`src/rtl/lcd_timing_generator.sv`:
```
// LCD panel timing generator. Walks an (h, v) raster position, pops one
// FIFO word per active pixel and emits hsync/vsync/de/RGB aligned to the
// popped data through a three-stage pipeline in the pixel clock domain.
module lcd_timing_generator #(
  parameter int H_ACTIVE = 480,
  parameter int H_FRONT  = 2,
  parameter int H_SYNC   = 41,
  parameter int H_BACK   = 2,
  parameter int V_ACTIVE = 272,
  parameter int V_FRONT  = 2,
  parameter int V_SYNC   = 10,
  parameter int V_BACK   = 2
) (
  input  logic        i_clock,
  input  logic        i_reset,
  input  logic        i_enable,
  input  logic [31:0] i_fifoData,
  input  logic        i_fifoEmpty,
  output logic        o_fifoRead,
  output logic        o_hsync,
  output logic        o_vsync,
  output logic        o_de,
  output logic [7:0]  o_red,
  output logic [7:0]  o_green,
  output logic [7:0]  o_blue,
  output logic        o_frameStart,
  output logic        o_underflow
);

  // Region boundaries, 12 bits wide so a 2048-clock total still compares correctly.
  localparam logic [11:0] H_ACT_C  = 12'(H_ACTIVE);
  localparam logic [11:0] H_SS_C   = 12'(H_ACTIVE + H_FRONT);
  localparam logic [11:0] H_SE_C   = 12'(H_ACTIVE + H_FRONT + H_SYNC);
  localparam logic [11:0] H_LAST_C = 12'(H_ACTIVE + H_FRONT + H_SYNC + H_BACK - 1);
  localparam logic [11:0] V_ACT_C  = 12'(V_ACTIVE);
  localparam logic [11:0] V_SS_C   = 12'(V_ACTIVE + V_FRONT);
  localparam logic [11:0] V_SE_C   = 12'(V_ACTIVE + V_FRONT + V_SYNC);
  localparam logic [11:0] V_LAST_C = 12'(V_ACTIVE + V_FRONT + V_SYNC + V_BACK - 1);

  logic [10:0] h_q, h_d, v_q, v_d;
  // The first enabled clock after reset only arms the raster, so position
  // (0,0) enters stage 1 one clock later and all latencies count from there.
  logic        started_q;
  logic        run_s;
  logic        h_act_s, v_act_s, h_sync_s, v_sync_s, pix_act_s;

  // Stage 1 registers and their next values
  logic        rd_q, rd_d;
  logic        s1_de_q, s1_de_d;
  logic        s1_hs_q, s1_hs_d;
  logic        s1_vs_q, s1_vs_d;
  logic        s1_fs_q, s1_fs_d;
  logic        s1_starved_q, s1_starved_d;
  logic        underflow_q;

  // Stage 2 registers
  logic        s2_de_q, s2_hs_q, s2_vs_q, s2_fs_q, s2_starved_q;

  // Stage 3 (output) registers
  logic        de_q, hs_q, vs_q, fs_q;
  logic [23:0] rgb_q, rgb_d;

  // Padding byte of the pixel word carries no colour information.
  logic [7:0]  unused_pad_s;
  assign unused_pad_s = i_fifoData[31:24];

  assign run_s     = i_enable & started_q;
  assign h_act_s   = {1'b0, h_q} < H_ACT_C;
  assign v_act_s   = {1'b0, v_q} < V_ACT_C;
  assign h_sync_s  = ({1'b0, h_q} >= H_SS_C) && ({1'b0, h_q} < H_SE_C);
  assign v_sync_s  = ({1'b0, v_q} >= V_SS_C) && ({1'b0, v_q} < V_SE_C);
  assign pix_act_s = h_act_s & v_act_s;

  // Raster counter next state: h wraps into a v increment, both wrap to (0,0).
  always_comb begin
    h_d = h_q;
    v_d = v_q;
    if (run_s) begin
      if ({1'b0, h_q} == H_LAST_C) begin
        h_d = 11'd0;
        if ({1'b0, v_q} == V_LAST_C) begin
          v_d = 11'd0;
        end else begin
          v_d = v_q + 11'd1;
        end
      end else begin
        h_d = h_q + 11'd1;
      end
    end else begin
      h_d = h_q;
      v_d = v_q;
    end
  end

  // Raster position and arm flag registers.
  always_ff @(posedge i_clock or posedge i_reset) begin
    if (i_reset) begin
      h_q       <= 11'd0;
      v_q       <= 11'd0;
      started_q <= 1'b0;
    end else begin
      h_q       <= h_d;
      v_q       <= v_d;
      started_q <= started_q | i_enable;
    end
  end

  // Stage 1 decode: pop request, starvation and timing flags of the current
  // position; syncs follow the (possibly frozen) position even when idle.
  always_comb begin
    rd_d         = pix_act_s & ~i_fifoEmpty & run_s;
    s1_starved_d = pix_act_s &  i_fifoEmpty & run_s;
    s1_de_d      = pix_act_s & run_s;
    s1_fs_d      = run_s & (h_q == 11'd0) & (v_q == 11'd0);
    s1_hs_d      = ~h_sync_s;
    s1_vs_d      = ~v_sync_s;
  end

  // Stage 1 registers, including the sticky underflow flag.
  always_ff @(posedge i_clock or posedge i_reset) begin
    if (i_reset) begin
      rd_q         <= 1'b0;
      s1_de_q      <= 1'b0;
      s1_hs_q      <= 1'b1;
      s1_vs_q      <= 1'b1;
      s1_fs_q      <= 1'b0;
      s1_starved_q <= 1'b0;
      underflow_q  <= 1'b0;
    end else begin
      rd_q         <= rd_d;
      s1_de_q      <= s1_de_d;
      s1_hs_q      <= s1_hs_d;
      s1_vs_q      <= s1_vs_d;
      s1_fs_q      <= s1_fs_d;
      s1_starved_q <= s1_starved_d;
      underflow_q  <= underflow_q | s1_starved_d;
    end
  end

  // Stage 2 delay so timing lines up with the word the FIFO presents after a pop.
  always_ff @(posedge i_clock or posedge i_reset) begin
    if (i_reset) begin
      s2_de_q      <= 1'b0;
      s2_hs_q      <= 1'b1;
      s2_vs_q      <= 1'b1;
      s2_fs_q      <= 1'b0;
      s2_starved_q <= 1'b0;
    end else begin
      s2_de_q      <= s1_de_q;
      s2_hs_q      <= s1_hs_q;
      s2_vs_q      <= s1_vs_q;
      s2_fs_q      <= s1_fs_q;
      s2_starved_q <= s1_starved_q;
    end
  end

  // Colour is blanked outside active video and for starved pixels.
  always_comb begin
    if (s2_de_q && !s2_starved_q) begin
      rgb_d = i_fifoData[23:0];
    end else begin
      rgb_d = 24'd0;
    end
  end

  // Stage 3 output registers.
  always_ff @(posedge i_clock or posedge i_reset) begin
    if (i_reset) begin
      de_q  <= 1'b0;
      hs_q  <= 1'b1;
      vs_q  <= 1'b1;
      fs_q  <= 1'b0;
      rgb_q <= 24'd0;
    end else begin
      de_q  <= s2_de_q;
      hs_q  <= s2_hs_q;
      vs_q  <= s2_vs_q;
      fs_q  <= s2_fs_q;
      rgb_q <= rgb_d;
    end
  end

  assign o_fifoRead   = rd_q;
  assign o_hsync      = hs_q;
  assign o_vsync      = vs_q;
  assign o_de         = de_q;
  assign o_red        = rgb_q[23:16];
  assign o_green      = rgb_q[15:8];
  assign o_blue       = rgb_q[7:0];
  assign o_frameStart = fs_q;
  assign o_underflow  = underflow_q;

endmodule

```
`config.mk`:
```
export PLATFORM = sky130hd
export DESIGN_NAME = lcd_timing_generator
export DESIGN_NICKNAME = d
export VERILOG_FILES = /design/src/rtl/lcd_timing_generator.sv
export SDC_FILE = /design/constraint.sdc
export NUM_CORES = 1
export LEC_CHECK = 0
export BUFFER_PORTS_ARGS = -buffer_cell sky130_fd_sc_hd__buf_2
export CAP_MARGIN = 30
export CELL_PAD_IN_SITES_DETAIL_PLACEMENT = 1
export CELL_PAD_IN_SITES_GLOBAL_PLACEMENT = 1
export CORE_MARGIN = 10
export CORE_UTILIZATION = 41
export CTS_CLUSTER_DIAMETER = 120
export DETAILED_ROUTE_END_ITERATION = 12
export HOLD_SLACK_MARGIN = 0.03
export PLACE_DENSITY_LB_ADDON = 0.1
export SKIP_LAST_GASP = 1
export SLEW_MARGIN = 20
export SYNTH_ARGS = -nofsm -noshare
export SYNTH_HDL_FRONTEND = slang
export SYNTH_SLANG_ARGS = --single-unit
export TNS_END_PERCENT = 30
```
`constraint.sdc`:
```
create_clock -name i_clock -period 2.4 [get_ports i_clock]
set_input_delay 0.12 -clock i_clock [delete_from_list [all_inputs] [get_ports i_clock]]
set_output_delay 0.12 -clock i_clock [all_outputs]
set_load 0.05 [all_outputs]
```
==> results.cfg, run 1 <==
[synthesis]
syn_area_per_cell_sq_um = 12.47
synth_cell_type_count = 41
synth-simple-area-share = 0.2244
netlist_top_cells_area = dfrtp_1 (57%), and2_1 (6.5%), dfstp_2 (6.3%)
synth_top_family_by_area = simple AND/OR/NAND/NOR gates
synthMuxAreaShare = 0.01341
synthCells = 202
synthAdderAreaFrac = 0.02483
synth_xor_area_frac = 0.03823
synth_area_sq_um = 2520
syn-num-nets = 243
yosysTopAreaCell = dfrtp_1
ys_ff_latch = 63
synth_compound_gate_area_share = 0.04866
yosys_warnings = 0
ys_seq_area_frac = 0.6286
netlist.area_leader.share = 0.5660

[routing]
via_per_inst = 4.970
drc = 0
wl_microns = 6474
ant_nets = 0
drtIter0Drc = 72
via_count = 1849
wl_per_cell_microns = 17.40
drt_pre_antenna_iters = 4

[cells_and_area]
final_cells = 372
syn_to_final_growth_pct = 31.83
finish.utilization = 0.5578
largest_reg_flops = 24
largestRegisters = rgb_q x24, h_q x11, v_q x11
largest-register = rgb_q
design_area_sq_um = 3322
layout-drive-gt1-share = 0.3176
nNetsFinal = 332

[global_route]
grt_max_degree = 36
grt_pass1_wl_microns = 10450
grt_usage = 0.1332
antenna_found_initial = 1
overflow = 0
grt_pass1_vias = 2094

[timing]
post-route-min-period_ns = 1.953
hold_viol_final = 0
fin_crit_sh = 0.8139
max-slew-margin-rel = 0.4828
tightest_slew_ns = 0.7724
worst_slack_ns = 0.4466
fin_setup_tns_ns = 0
rsz0062_at_grt = false
worst_clock_skew_ns = 0.008665
hold_slack_ns = 0.08278
fmax_mhz = 511.9
setup_violations = 0
report.final.slew_viol_count = 0

[place]
gp_congestion = 0.6963
port_buffers = 57
pre_cts_ws_ns = 0.4536
placed_cell_area_sq_um = 2885
dp_hpwl_microns = 4310
placed_cells = 329

[worst_hold_path]
min_from = i_enable
hold_path.class = in -> reg

[floorplan]
die_h_microns = 98.40
rows = 28
die_w_microns = 98.40
fp.coreArea_sq_um = 5956
start_util = 0.4231
dieArea_sq_um = 9682
io_pins = 66

[setup_path]
arrival_ns = 2.21
regToRegStartpoint = h_q[0]
path_class = reg -> reg
cp.required_ns = 2.66
cp-end-kind = flip-flop
start_kind = flip-flop
critPathMaxFanout = 11
cp-startpoint = h_q[0]

[pwr]
power_density_nw_per_um2 = 710.8
p_leak_nw = 1.646
power.total_mw = 2.361
ir_drop_v = 0.0003652

[clock_tree]
cts.path.max_buffers = 2
cts_htree_levels = 3
clk_latency_ns = 0.33
cts_tree = built
clkSinkCount = 63
post_cts_resized = 0
root_buffer = clkbuf_8
clk_pin_slew_worst_paths_ns = 0.07
numCtsBuffers = 9

[status]
status = completed

[run]
maxCapViolCount = 0
==> cells in the mapped netlist, drive strengths merged <==
library cell,instances
a2111o,1
a2111oi,1
a21o,2
a21oi,4
a22o,2
a31oi,3
and2,26
and3,7
and3b,1
and4,3
and4bb,1
buf,4
clkbuf,2
dfrtp,57
dfstp,6
ha,5
inv,5
mux2,3
nand2,5
nand3,9
nand4,8
nand4bb,1
nor2,11
nor2b,3
nor3,3
nor3b,1
nor4,3
nor4b,2
o211a,1
o21ai,3
or2,4
or3,2
or4,2
xnor2,7
xor2,4
==> power by group <==
group,switching (mW),total (mW),internal (mW)
Combinational,0.214,0.358,0.144
Clock,0.404,0.800,0.396
Sequential,0.0755,1.20,1.13
==> what timing repair did <==
action                    4_1_cts  5_1_grt
setup buffers                   0        0
hold endpoints to repair       51        0
hold buffers                   26        0
==> logic make-up after synthesis <==
| family | count (synthesis) |
|---|---|
| compound gates | 17 |
| xor+xnor | 11 |
| fa+ha+maj | 5 |
| buf+inv | 11 |
| flops | 63 |
| mux | 3 |
| simple gates | 92 |
==> placed cells by master (no fill, tap or decap), types with 4 or more instances in the layout <==
cell type      netlist  final
dlygate4sd3_1        0     26
dfrtp_1             57     57
nand2_1              5      5
nor2_1              11     11
a21oi_1              4      4
or2_2                4      4
and2_1              26     26
clkinv_2             0      4
xnor2_1              7      7
and3_1               7      7
clkbuf_8             0     10
nand4_1              8      8
nand3_1              9      9
ha_1                 5      5
dfstp_2              6      6
xor2_1               4      4
buf_2                2     57
inv_1                5      4
==> metal layers <==
layer | up-vias | GRT usage | wire [microns]
li1 | 880 | - | -
met1 | 922 | 0.1502 | 2748
met2 | 37 | 0.2305 | 3364
met3 | 10 | 0.04158 | 263
met4 | 0 | 0.04851 | 97
met5 | - | 0 | 0
==> final cells by class <==
class                           count  area [sq um]
Inverter                            5         18.77
Antenna cell                        1         2.502
Tap cell                           75         93.84
Clock inverter                      6         36.28
Multi-Input combinational cell    128         883.3
Timing Repair Buffer               84         565.5
Sequential cell                    63          1584
Clock buffer                       10         137.6
Fill cell                         635          2634
==> critical path: stages, from the launching register on <==
cell	delay, ns
dfrtp_1	0.42
inv_1	0.08
ha_1	0.20
nor4b_1	0.37
and3_1	0.51
a21oi_1	0.13
a31oi_1	0.17
==> path summary, 6_finish.rpt <==
check | slack [ns] | to | cells after the start
max | 0.45 | v_q[3] | 6
min | 0.08 | started_q | 2
max reg2reg | 0.45 | v_q[3] | 6
min reg2reg | 0.35 | s2_fs_q | 0
max in group asynchronous | 1.33 | s1_vs_q | 4
min in group asynchronous | 0.41 | o_de | 3
No activity file was read; power rests on OpenSTA's default activity.
==> run 2, diff against run 1 <==
--- a/config.mk
+++ b/config.mk
@@ -5,12 +5,13 @@
 export SDC_FILE = /design/constraint.sdc
 export NUM_CORES = 1
 export LEC_CHECK = 0
+export ABC_AREA = 1
 export BUFFER_PORTS_ARGS = -buffer_cell sky130_fd_sc_hd__buf_2
 export CAP_MARGIN = 30
 export CELL_PAD_IN_SITES_DETAIL_PLACEMENT = 1
 export CELL_PAD_IN_SITES_GLOBAL_PLACEMENT = 1
 export CORE_MARGIN = 10
-export CORE_UTILIZATION = 41
+export CORE_UTILIZATION = 39
 export CTS_CLUSTER_DIAMETER = 120
 export DETAILED_ROUTE_END_ITERATION = 12
 export HOLD_SLACK_MARGIN = 0.03
==> constraint.sdc (replaced) <==
create_clock -name i_clock -period 1.9 [get_ports i_clock]
set_input_delay 0.095 -clock i_clock [delete_from_list [all_inputs] [get_ports i_clock]]
set_output_delay 0.095 -clock i_clock [all_outputs]
set_load 0.05 [all_outputs]
==> results.cfg, run 2 <==
[global_route]
grt_pass1_wl_microns = 13590
grt_pass1_vias = 2691
overflow = 0
grt_max_degree = 45
antenna_found_initial = 0
grt_usage = 0.1482

[cells_and_area]
layout_commonest_cell = nand2_1
largestRegisters = rgb_q x24, h_q x11, v_q x11
final_cell_mix = nand2_1 (88), inv_1 (62), nor2_1 (60)
syn_to_final_growth_pct = 29.47
largest_reg_flops = 24
regArea_sq_um = 1584
multi_input_area_sq_um = 1077
nNetsFinal = 494
n_antenna_cell = 0
final_cells = 557
layout-drive-gt1-share = 0.2205
fillers = 890
largest-register = rgb_q

[routing]
wl_per_cell_microns = 14.73
wl_microns = 8202
drt_pre_antenna_iters = 4
via_count = 2586
via_per_inst = 4.643
drc = 0
drtIter0Drc = 84
ant_nets = 0

[synthesis]
syn_area_per_cell_sq_um = 8.186
async_reset_ff_frac = 1.000
syn-num-nets = 404
synth_cell_type_count = 28
yosys.cell_count.top_type = nand2_1
synth_area_sq_um = 2972
synthCells = 363
synth_edf_count = 0
yosys_warnings = 0
ys_ff_latch = 63
netlist_top_cells_area = dfrtp_1 (48%), nand2_1 (11%), inv_1 (8.0%)
ys.flop_type = dfrtp_1
ys_seq_area_frac = 0.5331
ys_top_cells_by_count = nand2_1 (88), inv_1 (63), nor2_1 (60)
yosysTopAreaCell = dfrtp_1
netlist.area_leader.share = 0.4800

[clock_tree]
cts_tree = built
cts_hold_buf = 27
cts_htree_levels = 3
clkSinkCount = 63
cts.path.max_buffers = 2
root_buffer = clkbuf_8
clk_pin_slew_worst_paths_ns = 0.07
cts_setup_buffers = 0
clk_latency_ns = 0.34
post_cts_resized = 0
numCtsBuffers = 9

[pwr]
power_density_nw_per_um2 = 1108
clkPwrFrac = 0.280
ir_drop_v = 0.0005413
p_leak_nw = 2.096
p_switching_mw = 1.658
power.total_mw = 4.261
swShare = 0.3890
comb_power_share = 0.299
seqPwrFrac = 0.420
internal-power_mw = 2.604

[timing]
tightest_slew_ns = 0.4357
max-slew-margin-rel = 0.7091
setup_violations = 0
fin_setup_tns_ns = 0
hold_slack_ns = 0.3009
rsz0062_at_grt = false
report.final.slew_viol_count = 0
post-route-min-period_ns = 1.445
worst_clock_skew_ns = 0.008757
fin_crit_sh = 0.7603
fmax_mhz = 692.2
hold_viol_final = 0

[floorplan]
die_h_microns = 107.3
start_util = 0.4054
die_w_microns = 107.3
io_pins = 66
rows = 31
dieArea_sq_um = 11510
fp.coreArea_sq_um = 7331

[place]
port_buffers = 57
gp_congestion = 0.8096
placed_cells = 514
dp_hpwl_microns = 5399

[status]
status = completed

[setup_path]
critPathMaxFanout = 20
arrival_ns = 1.67
path_class = reg -> reg
cp.required_ns = 2.13
start_kind = flip-flop
cp-end-kind = flip-flop

[run]
maxCapViolCount = 0

[worst_hold_path]
hold_path.class = in -> async
[run 2: routing by layer]
metal,share of wire,global-route usage,wire length (microns),vias up
li1,-,-,-,1285
met1,0.48,0.1913,3928,1239
met2,0.46,0.2339,3760,58
met3,0.054,0.04251,442,4
met4,0.0087,0.04642,71,0
met5,0,0,0,-
[run 2: worst paths after layout]
path,start,to,slack (ns),depth (start not counted)
setup / recovery,h_q[0],v_q[7],0.46,8
min in group i_clock,s1_starved_q,s2_starved_q,0.35,0
hold / removal,i_reset,rgb_q[19],0.30,3
setup reg to reg,h_q[0],v_q[7],0.46,8
hold reg to reg,s1_starved_q,s2_starved_q,0.35,0
max in group asynchronous,i_reset,o_vsync,0.96,4
[run 2: power by group through the flow]
stage                     Clock, mW  Sequential, mW  Combinational [mW]
final                          1.20            1.79                1.27
after CTS                      1.22            1.79                1.28
after floorplan                   0            2.06               0.643
after detailed placement          0            1.81                1.23
after global routing           1.28            1.82                1.43
after global placement            0            1.80                1.20
[run 2: kinds of logic (layout without fill, tap and decap cells)]
logic type | count (synthesis) | in the layout | synth area share
and+or+nand+nor | 197 | 197 | 0.2838
buffers and inverters | 74 | 169 | 0.1044
DFF | 63 | 63 | 0.5331
AOI/OAI and AO/OA | 20 | 20 | 0.04590
adders and majority gates | 5 | 5 | 0.02105
xor gates and xnor gates | 4 | 4 | 0.01179
[run 2: cell type report]
cell class | instances | area share
flip-flops and latches | 63 | 0.4117
clock inverters | 5 | 0.01496
inverters | 64 | 0.06374
repair buffers | 89 | 0.1607
multi-input cells | 226 | 0.2800
clock buffers | 11 | 0.03675
well taps | 99 | 0.03220
[run 2: through the flow]
step	utilization	cell area (sq um)	setup slack, ns
finish	0.5248	3847	0.4554
global route	0.5248	3847	0.3186
CTS	0.5248	3847	0.4351
detailed placement	0.4608	3378	0.4460
global placement	0.4608	3378	0.4876
floorplan	-	2972	0.2452
[run 2: critical path: stages, from the launching register on]
cell and delay, ns:
dfrtp_1 0.41, inv_1 0.11, ha_1 0.19, nand3_2 0.10, nor2_4 0.13, nand3_2 0.09
buf_12 0.18, nand2_1 0.08, o21ai_2 0.05
